--- src/rtl/seg7_capture.sv ---
// seg7_capture: recovers per-digit BCD values from a multiplexed,
// active-low 7-segment display bus after a stability qualification.
module seg7_capture #(
    parameter int unsigned DIGITS        = 4,
    parameter int unsigned STABLE_CYCLES = 4
) (
    input  logic                  clk,
    input  logic                  rst,
    input  logic                  a,
    input  logic                  b,
    input  logic                  c,
    input  logic                  d,
    input  logic                  e,
    input  logic                  f,
    input  logic                  g,
    input  logic [DIGITS-1:0]     an,
    input  logic                  err_clr,
    output logic [4*DIGITS-1:0]   bcd,
    output logic [DIGITS-1:0]     valid,
    output logic                  upd,
    output logic [2:0]            upd_idx,
    output logic                  err
);

    localparam int unsigned CNT_W  = $clog2(STABLE_CYCLES + 1);
    localparam int unsigned SAMP_W = DIGITS + 7;

    localparam logic [1:0] ST_IDLE  = 2'd0;
    localparam logic [1:0] ST_COUNT = 2'd1;
    localparam logic [1:0] ST_HOLD  = 2'd2;

    logic [SAMP_W-1:0]   samp_q, samp_d;
    logic [SAMP_W-1:0]   prev_q, prev_d;
    logic [1:0]          state_q, state_d;
    logic [CNT_W-1:0]    cnt_q, cnt_d;
    logic [4*DIGITS-1:0] bcd_q, bcd_d;
    logic [DIGITS-1:0]   valid_q, valid_d;
    logic                upd_q, upd_d;
    logic [2:0]          upd_idx_q, upd_idx_d;
    logic                err_q, err_d;

    logic [DIGITS-1:0]   an_low;
    logic [6:0]          seg_s;
    logic                qualified;
    logic                same;
    logic [2:0]          idx;
    logic [3:0]          dec_val;
    logic                dec_digit;
    logic                dec_blank;
    logic [CNT_W-1:0]    cnt_inc;
    logic                capture;

    // Sample qualification, digit index and segment decode of the registered bus
    always_comb begin
        an_low    = ~samp_q[SAMP_W-1:7];
        seg_s     = samp_q[6:0];
        qualified = (an_low != '0) && ((an_low & (an_low - DIGITS'(1))) == '0);
        same      = (samp_q == prev_q);
        idx       = 3'd0;
        for (int i = 0; i < int'(DIGITS); i++) begin
            if (an_low[i]) idx = 3'(i);
        end
        dec_val   = 4'hF;
        dec_digit = 1'b1;
        dec_blank = 1'b0;
        case (seg_s)
            7'b0000001: dec_val = 4'd0;
            7'b1001111: dec_val = 4'd1;
            7'b0010010: dec_val = 4'd2;
            7'b0000110: dec_val = 4'd3;
            7'b1001100: dec_val = 4'd4;
            7'b0100100: dec_val = 4'd5;
            7'b0100000: dec_val = 4'd6;
            7'b0001111: dec_val = 4'd7;
            7'b0000000: dec_val = 4'd8;
            7'b0000100: dec_val = 4'd9;
            7'b1111111: begin
                dec_digit = 1'b0;
                dec_blank = 1'b1;
            end
            default:    dec_digit = 1'b0;
        endcase
    end

    // Stability FSM; capture fires on the edge where the count reaches STABLE_CYCLES
    always_comb begin
        state_d = state_q;
        cnt_d   = cnt_q;
        capture = 1'b0;
        cnt_inc = (cnt_q >= CNT_W'(STABLE_CYCLES)) ? cnt_q : cnt_q + CNT_W'(1);
        case (state_q)
            ST_IDLE: begin
                if (qualified) begin
                    state_d = ST_COUNT;
                    cnt_d   = CNT_W'(1);
                end
            end
            ST_COUNT: begin
                if (!qualified) begin
                    state_d = ST_IDLE;
                    cnt_d   = '0;
                end else if (same) begin
                    cnt_d = cnt_inc;
                end else begin
                    cnt_d = CNT_W'(1);
                end
            end
            ST_HOLD: begin
                if (!qualified) begin
                    state_d = ST_IDLE;
                    cnt_d   = '0;
                end else if (!same) begin
                    state_d = ST_COUNT;
                    cnt_d   = CNT_W'(1);
                end
            end
            default: begin
                state_d = ST_IDLE;
                cnt_d   = '0;
            end
        endcase
        if ((state_d == ST_COUNT) && (cnt_d >= CNT_W'(STABLE_CYCLES))) begin
            capture = 1'b1;
            state_d = ST_HOLD;
        end
    end

    // Output register updates: digit store, update pulse and sticky error
    always_comb begin
        samp_d    = {an, a, b, c, d, e, f, g};
        prev_d    = samp_q;
        bcd_d     = bcd_q;
        valid_d   = valid_q;
        upd_d     = 1'b0;
        upd_idx_d = upd_idx_q;
        err_d     = err_clr ? 1'b0 : err_q;
        if (capture) begin
            for (int i = 0; i < int'(DIGITS); i++) begin
                if (an_low[i]) begin
                    bcd_d[4*i +: 4] = dec_digit ? dec_val : 4'hF;
                    valid_d[i]      = dec_digit;
                end
            end
            upd_d     = 1'b1;
            upd_idx_d = idx;
            if (!dec_digit && !dec_blank) err_d = 1'b1;
        end
    end

    // State and output registers with synchronous reset
    always_ff @(posedge clk) begin
        if (rst) begin
            samp_q    <= '0;
            prev_q    <= '0;
            state_q   <= ST_IDLE;
            cnt_q     <= '0;
            bcd_q     <= '1;
            valid_q   <= '0;
            upd_q     <= 1'b0;
            upd_idx_q <= 3'd0;
            err_q     <= 1'b0;
        end else begin
            samp_q    <= samp_d;
            prev_q    <= prev_d;
            state_q   <= state_d;
            cnt_q     <= cnt_d;
            bcd_q     <= bcd_d;
            valid_q   <= valid_d;
            upd_q     <= upd_d;
            upd_idx_q <= upd_idx_d;
            err_q     <= err_d;
        end
    end

    assign bcd     = bcd_q;
    assign valid   = valid_q;
    assign upd     = upd_q;
    assign upd_idx = upd_idx_q;
    assign err     = err_q;

endmodule

--- config.mk ---
export PLATFORM = sky130hd
export DESIGN_NAME = seg7_capture
export DESIGN_NICKNAME = d
export VERILOG_FILES = /design/src/rtl/seg7_capture.sv
export SDC_FILE = /design/constraint.sdc
export NUM_CORES = 1
export LEC_CHECK = 0
export ABC_AREA = 1
export CAP_MARGIN = 40
export CORE_MARGIN = 4
export CORE_UTILIZATION = 47
export DETAILED_ROUTE_END_ITERATION = 12
export PLACE_DENSITY_LB_ADDON = 0.3
export SLEW_MARGIN = 5
export SYNTH_ARGS = -nofsm -noshare
export SYNTH_HDL_FRONTEND = slang
export SYNTH_SLANG_ARGS = --single-unit
export TNS_END_PERCENT = 100
--- constraint.sdc ---
create_clock -name clk -period 1.4 [get_ports clk]
set_clock_uncertainty 0.05 [all_clocks]
set_input_delay 0.42 -clock clk [delete_from_list [all_inputs] [get_ports clk]]
set_output_delay 0.42 -clock clk [all_outputs]
set_load 0.005 [all_outputs]
# --- Word level (Yosys, flattened, before mapping) ---
# Cells that the tools add are included.
word_totals:
  regBits: 52
classes:
  add_sub_neg: 2
  n_lt_le_gt_ge: 2
  n_eq_ne: 14
  n_mux: 25
  bitwise_logic: 2
  n_reduce_logical: 15
op_table:
  columns: ["cell", "count"]
  rows:
  - ["4-bit case mux with 10 select lines", 1]
  - ["3-bit 2-to-1 mux", 8]
  - ["7-bit == test (second input constant)", 3]
  - ["7-bit by 3-bit == test with 1-bit output (second input constant)", 2]
  - ["7-bit by 6-bit == test with 1-bit output (second input constant)", 2]
  - ["11-bit == test", 1]
  - ["2-bit 2-to-1 mux", 5]
  - ["10-bit OR reduction", 1]
  - ["3-bit case mux with 3 select lines", 1]
  - ["1-bit 2-to-1 mux", 8]
  - ["2-bit AND reduction", 4]
  - ["7-bit by 1-bit == test with 1-bit output (second input constant)", 1]
  - ["7-bit by 4-bit == test with 1-bit output (second input constant)", 1]
  - ["7-bit by 5-bit == test with 1-bit output (second input constant)", 1]
  - ["7-bit logical NOT", 1]
  - ["3-bit greater-or-equal comparator (second input constant)", 2]
  - ["2-bit case mux with 3 select lines", 1]
  - ["4-bit bitwise AND", 1]
  - ["2-bit by 1-bit == test with 1-bit output (second input constant)", 2]
  - ["4-bit logical NOT", 1]
  - ["4-bit 2-to-1 mux", 1]
  - ["4-bit inverter", 1]
  - ["4-bit nonzero test", 1]
  - ["4-bit by 1-bit subtractor with 4-bit output (second input constant)", 1]
  - ["6 further kinds", 9]

# --- Longest topological paths before layout ---
logic_depth:
  ltp_word: 11
  ltp_mapped: 12
  depth_no_buf: 12

# --- Worst setup path before layout ---
# Ideal clock, no wire load.
synth_path:
  path_type: "flip-flop to flip-flop"
  startpoint: "register samp_q[3] (netlist: prev_d[3])"
  endpoint: "register bcd_q[11] (netlist: bcd[11])"
  setup_time_ps: 134
  t_arrival_ps: 1321
  required_ps: 1216
  slack_ps: -105
  path_stages_with_launch: 10
  n_path_buf: 1
  synth_period_minus_slack_ps: 1505
  path_cell_list: "dfxtp_1 -> clkbuf_2 -> nor2_1 -> nand4_1 -> o21ai_0 -> nor2_1 -> nand2_2 -> nand2_1 -> nand2_1 -> nand3_1"
synth_via:
  elab_chain_len: 8
synth_lines:
  columns: ["item", "line", "source"]
  rows:
  - ["start, declared", "32", "logic [SAMP_W-1:0] samp_q, samp_d;"]
  - ["start signal, assigned", "163", "samp_q <= samp_d;"]
  - ["11-bit == test", "58", "same = (samp_q == prev_q);"]
  - ["3-bit 2-to-1 mux, or another cell as far along", "112", "end else if (!same) begin"]
  - ["3-bit 2-to-1 mux, or another cell as far along", "109", "if (!qualified) begin"]
  - ["3-bit case mux with 3 select lines or 2-bit case mux with 3 select lines (tied branches)", "91", "case (state_q)"]
  - ["3-bit greater-or-equal comparator or 2-bit by 1-bit == test with 1-bit output (tied branches)", "122", "if ((state_d == ST_COUNT) && (cnt_d >= CNT_W'(STABLE_CYCLES))) begin"]
  - ["1-bit logical AND", "122", null]
  - ["1-bit 2-to-1 mux", "122", null]
  - ["2-bit AND reduction (no line)", null, null]
  - ["end signal, assigned", "157", "bcd_q <= '1;"]
  - ["end signal, assigned", "167", "bcd_q <= bcd_d;"]
  - ["end, declared", "36", "logic [4*DIGITS-1:0] bcd_q, bcd_d;"]
# Parallel ways exist; a longest one is shown, timed or not.
# A chain may end at the register's enable or synchronous reset.

# --- Worst setup path after layout ---
layout_path:
  startpoint: "register samp_q[8] (netlist: prev_d[8])"
  endpoint: "register bcd_q[15] (netlist: bcd[15])"
layout_via:
  elab_chain_len: 11
layout_lines:
  columns: ["item", "line", "source"]
  rows:
  - ["4-bit inverter", "55", "an_low = ~samp_q[SAMP_W-1:7];"]
  - ["4-bit by 1-bit subtractor with 4-bit output", "57", "qualified = (an_low != '0) && ((an_low & (an_low - DIGITS'(1))) == '0);"]
  - ["4-bit bitwise AND", "57", null]
  - ["4-bit logical NOT", "57", null]
  - ["1-bit logical AND", "57", null]
  - ["3-bit 2-to-1 mux, or another cell as far along", "109", null]
  - ["3-bit case mux with 3 select lines or 2-bit case mux with 3 select lines (tied branches)", "91", null]
  - ["3-bit greater-or-equal comparator or 2-bit by 1-bit == test with 1-bit output (tied branches)", "122", null]
  - ["1-bit logical AND (*)", "122", null]
  - ["1-bit 2-to-1 mux (*)", "122", null]
  - ["2-bit AND reduction (no line) (*)", null, null]
# Every way passes the cells marked *; elsewhere a longest branch is shown, timed or not.

==> metrics <==
CP endpoint kind flip-flop; Max FO, Critical Path 6; syn nets ~340; GRT met2 Usage 40.5%; full die area a little under 6000 um2; GR Util met3 under 10%; worst skew pair latency 0.31 ns; Post-synth ARST share 0%; Mapped Area 2220 um2; minimum clock period after layout 1.80 ns; Hold Crit Class reg2reg; GRT Residual Overflow 0; hold path start bcd[12]$_SDFFE_PP1P_; htree depth 2; status complete, but fails checks; Synth area leaders dfxtp_1 46%, nand2_1 16%, nor2_1 9.3%, inv_1 7.3%, nand3_1 5.9%; Pint 2.28 mW; RSZ-0062 raised after global routing yes; Starting Density between 40% and 50%; initial drt markers approximately 210; busiest grt layer met2; share of cells above drive strength 1 a little under two fifths; PD cells ~880 nW/um2; Final Hold Viols 0; Final Cycle Share 129%; Routed WL around 7300 um; crit path from prev_d[8]$_SDFF_PP0_; Final Setup Violations 30; I/O Buffers 37; Peak VDD IR around 0.75 mV; Combinational Power Share around 15%; sw frac 25.7%; cell count after synthesis approximately 320; Pre-Repair DR Iteration Count 5; Via density 5.28; syn_area_per_cell 6.91 um2; most common cell type on the critical path nand2_2; nets between 400 and 500; clock buffer count from CTS 5; LEAKAGE approximately 1.7 nW; CTS Hold Buffers Added 0; CP Cell Sequence inv_4 > nand2_2 > nand2_2 > nand2_2 > nor2_4 > nand2_2 > nor2_4 > buf_12 > nand3_4 > nor2_4 > nand2_1 > nand3_1; critical path's slowest cell dfxtp_4; Max Cap Viol 0; Psw 789 uW; Max stage delay on crit path 0.39 ns; Setup CP Type reg2reg; Worst EP required 1.60 ns; FMAX ~560 MHz; area grow syn2layout 57.3%; post-synthesis sequential area ratio ~46%; TritonCTS sink count between 50 and 60; Bufs on Longest Clock Path 2; EDFF count, synth 0; Core Box Area 4470 um2; clock share of power 35.2%; Final Power around 3.1 mW; Antenna diodes 0; drt drc 0; Vias about 2500; wire per inst ~16 um; synth warn 0; global-route wire length before repair roughly 11000 um; most frequent cell after synthesis nand2_1; gpl congestion 0.947; largest net degree at the start of global routing 25; Die Height ~77 um; final hold slack slightly above 0.4 ns; Worst setup SP type flip-flop; antenna violations before repair 0; FF+latch count, synth between 50 and 60; Total GRT Usage 23.0%; CTS tree built; top_reg_cell synth dfxtp_1; site row count 24; reg2reg start prev_d[8]$_SDFF_PP0_; Slew Limit Fails 0; area fraction of the dominant cell type after synthesis a little under half; clk root buf clkbuf_8; DIE WIDTH about 77 um; vias in the first global route 2404; Clock Pin Slew Worst Setup and Hold Paths approximately 0.10 ns; synth cell count leaders 97 x nand2_1, 55 x nor2_1, 51 x dfxtp_1, 43 x inv_1, 26 x nand3_1; failing checks negative setup slack; final worst slack -0.399 ns; post-synth top area cell dfxtp_1; met1 Track Usage GR a little over a quarter; Data arrival, critical path 2.00 ns; Top-Level Pins 39; Post-DP HPWL 4000 um; Sequential Power Share roughly 49%; post-route antenna net violation count 0; library cells used by synthesis 29
## cell type report
| cell class | instances | area (um2) |
|---|---|---|
| multi-input cells | 220 | 1210 |
| flip-flops and latches | 51 | 1060 |
| fillers | 272 | 985 |
| repair buffers | 97 | 867 |
| inverters | 44 | 168 |
| clock buffers | 6 | 82.6 |
| well taps | 52 | 65.1 |
| clock inverters | 2 | 35.0 |
## kinds of logic (layout without fill, tap and decap cells)
| family | after synthesis | count (layout) | synth area share [%] |
|---|---|---|---|
| compound gates | 14 | 14 | 3.50 |
| xor+xnor | 8 | 8 | 3.16 |
| fa+ha+maj | 2 | 2 | 1.13 |
| buf+inv | 51 | 149 | 8.85 |
| flops | 51 | 51 | 46.0 |
| other cells | 1 | 1 | 0.169 |
| simple gates | 194 | 195 | 37.2 |
## sequential cells by signal, summed over array words and instances, names as in the netlist
register	flops
err	1
valid	4
prev_q	11
bcd	16
upd	1
upd_idx	2
cnt_q	3
state_q	2
prev_d	11
## critical path: cells and delay by family (launching register included)
kind,cells,cell delay [ns]
buf+inv,2,0.19
simple gates,10,1.11
flops,1,0.39
## worst paths after layout
path              slack (ns)  depth (start not counted)                   end
setup reg to reg       -0.40                         12  bcd[15]$_SDFFE_PP1P_
setup / recovery       -0.40                         12  bcd[15]$_SDFFE_PP1P_
hold / removal          0.42                          2  bcd[12]$_SDFFE_PP1P_
hold reg to reg         0.42                          2  bcd[12]$_SDFFE_PP1P_
## per-layer routing
metal | share of wire, % | vias to the layer above
li1 | - | 1175
met1 | 40 | 1171
met2 | 50 | 114
met3 | 5.1 | 33
met4 | 5.0 | 0
met5 | 0 | -
## power by group through the flow
stage	Clock, mW	Sequential, mW	Combinational, mW
detailed placement	0	1.55	0.360
finish	1.08	1.52	0.473
CTS	1.07	1.51	0.413
global placement	0	1.55	0.354
floorplan	0	1.54	0.175
global route	1.16	1.52	0.509
## metrics by stage
step | TNS [ns] | cell area, um2 | utilization [%] | setup WS, ns | cells
global route | -11.78 | 3490 | 78.0 | -0.477 | 472
detailed placement | -6.06 | 3020 | 67.4 | -0.282 | 448
floorplan | -1.37 | 2250 | - | -0.0688 | 321
finish | -9.32 | 3490 | 78.0 | -0.399 | 472
global placement | -5.16 | 3020 | 67.4 | -0.227 | 448
CTS | -5.95 | 3310 | 74.0 | -0.233 | 468
## cell usage in the layout, fill, tap and decap left out, types with 9 or more instances in the layout
cell,n
nand2_1,75
nand2_2,22
nand3_2,9
dfxtp_1,27
nor2_1,42
clkdlybuf4s50_1,13
nand3_1,19
dfxtp_2,19
inv_1,37
dlygate4sd2_1,20
nor2_4,12
buf_4,51
## repair_timing
action                                  in CTS  in global routing
gates cloned                                 1                  0
pin swaps                                   14                 29
endpoints found under the setup margin      53                 35
buffers inserted                            11                  4
resized for setup                           69                 45
hold endpoints to repair                     0                  0
Power figures use the tool's default switching activity.
==> edit: new RTL, config.mk and constraints unchanged <==
The output `upd` loses its register stage (`upd_q` becomes a continuous assignment).
--- a/src/rtl/seg7_capture.sv
+++ b/src/rtl/seg7_capture.sv
@@ -156,7 +156,6 @@
             cnt_q     <= '0;
             bcd_q     <= '1;
             valid_q   <= '0;
-            upd_q     <= 1'b0;
             upd_idx_q <= 3'd0;
             err_q     <= 1'b0;
         end else begin
@@ -166,11 +165,12 @@
             cnt_q     <= cnt_d;
             bcd_q     <= bcd_d;
             valid_q   <= valid_d;
-            upd_q     <= upd_d;
             upd_idx_q <= upd_idx_d;
             err_q     <= err_d;
         end
     end
+
+    assign upd_q = upd_d;
 
     assign bcd     = bcd_q;
     assign valid   = valid_q;
Formal check against the unedited RTL: not equivalent (a bounded check fails within 10 cycles, from zero or initial values and one cycle with rst high).
==> edit against the unedited design <==
  * Sequential share of layout area shrank 2.0 points
  * Worst setup slack lost 380 ps
  * Power shrank 8.8%
  * Count of clock-buffer cells in the layout is the same
  * Synthesized cell count grew 4.7%
  * Worst hold slack lost 17 ps
  * Synthesized area grew 6.3%
  * Routed wire length shrank 0.52%
  * Cell area grew 4.5%
  * The flow still finishes with violations (setup timing)
  * Sequential cell count shrank 1
==> edit: results <==
metrics = {
    "placed_design": {
        "post-place-cells": 479,
        "post_detailed_placement_half_perimeter_wirelength_um": 4140,
        "place.gp.congestion": 0.831,
        "pre_cts_ws_ps": -768,
        "placedInstanceArea_um2": 3160,
    },
    "timing": {
        "setup_viol": 29,
        "setup-tns-final_ps": -12510,
        "post-route-worst-setup-slack_ps": -781,
    },
    "outcome": {
        "failed_checks": "setup timing",
        "outcome": "finished, violations left",
    },
    "synthesis": {
        "compound_cell_area_share_of_the_yosys_netlist": 0.0462,
        "synthDominantCellAreaShare": 0.424,
        "area_contributors_post_synth": "sky130_fd_sc_hd__dfxtp_1 (42%), sky130_fd_sc_hd__nand2_1 (13%), sky130_fd_sc_hd__inv_1 (7.8%), sky130_fd_sc_hd__nand3_1 (7.4%), sky130_fd_sc_hd__nor2_1 (7.3%)",
        "synth-xor-area-share": 0.0186,
        "post_synth_fa_ha_maj_area_fraction": 0.0106,
        "synth_seq_area_share": 0.424,
        "synth.avg_cell_area_um2": 7.02,
        "synthDistinctLibCells": 32,
    },
    "cells_and_area": {
        "nFillCells": 314,
        "postLayoutCellArea_um2": 3650,
        "flops_and_latches": 50,
        "num-nets-final": 458,
        "layout.nonclk_buf_frac": 0.244,
        "post_route_cells_drive_above_1_share": 0.373,
        "final.signal_buffer_count": 106,
        "multiInputCombCellCount": 221,
        "area_share_clock_buf_inv": 0.0220,
    },
    "setup_path": {
        "max_stage_delay_ps": 330,
        "path_max_fanout": 2,
    },
    "detailed_routing": {
        "vias_after_detailed_routing": 2580,
        "routedWlPerCell_um": 14.3,
        "detail_route.vias_per_cell": 5.07,
    },
    "global_routing": {
        "track_usage": 0.211,
        "grt_pass1_vias": 2391,
        "grt_start_max_net_pins": 22,
        "first_pass_grt_wire_length_um": 10500,
    },
    "floorplanning": {
        "core_um2": 4790,
    },
    "power_and_ir_drop": {
        "leakage_nw": 1.75,
        "worst_ir_drop_vdd_mv": 0.615,
    },
}
## edit: cell types whose count changed after synthesis, sizes merged, moves of 4 or more
cell	delta
nor2	-9
inv	+13
nand4	+4
nand3	+12
nand2	-10
## edit: report_power, final
part	switching, W	internal, W	total, W	leakage [nW]
Combinational	0.000287	0.000222	0.000509	1.30
Sequential	0.0000313	0.00145	0.00148	0.409
Clock	0.000466	0.000344	0.000810	0.0373
Total	0.000785	0.00202	0.00280	1.75
## edit: path summary, 6_finish.rpt
| path | start | end | slack, ps | cells past startpoint |
|---|---|---|---|---|
| hold / removal | bcd[3] | bcd[3] | 400 | 2 |
| setup reg to reg | prev_d[3] | valid[1] | -490 | 12 |
| hold reg to reg | bcd[3] | bcd[3] | 400 | 2 |
| setup / recovery | prev_d[3] | upd | -780 | 8 |
## edit: metal layers
layer,routed length [µm],up-vias,GRT usage
li1,-,1251,-
met1,2950,1157,0.261
met2,3520,136,0.355
met3,505,36,0.0420
met4,316,0,0.0911
met5,0,-,0
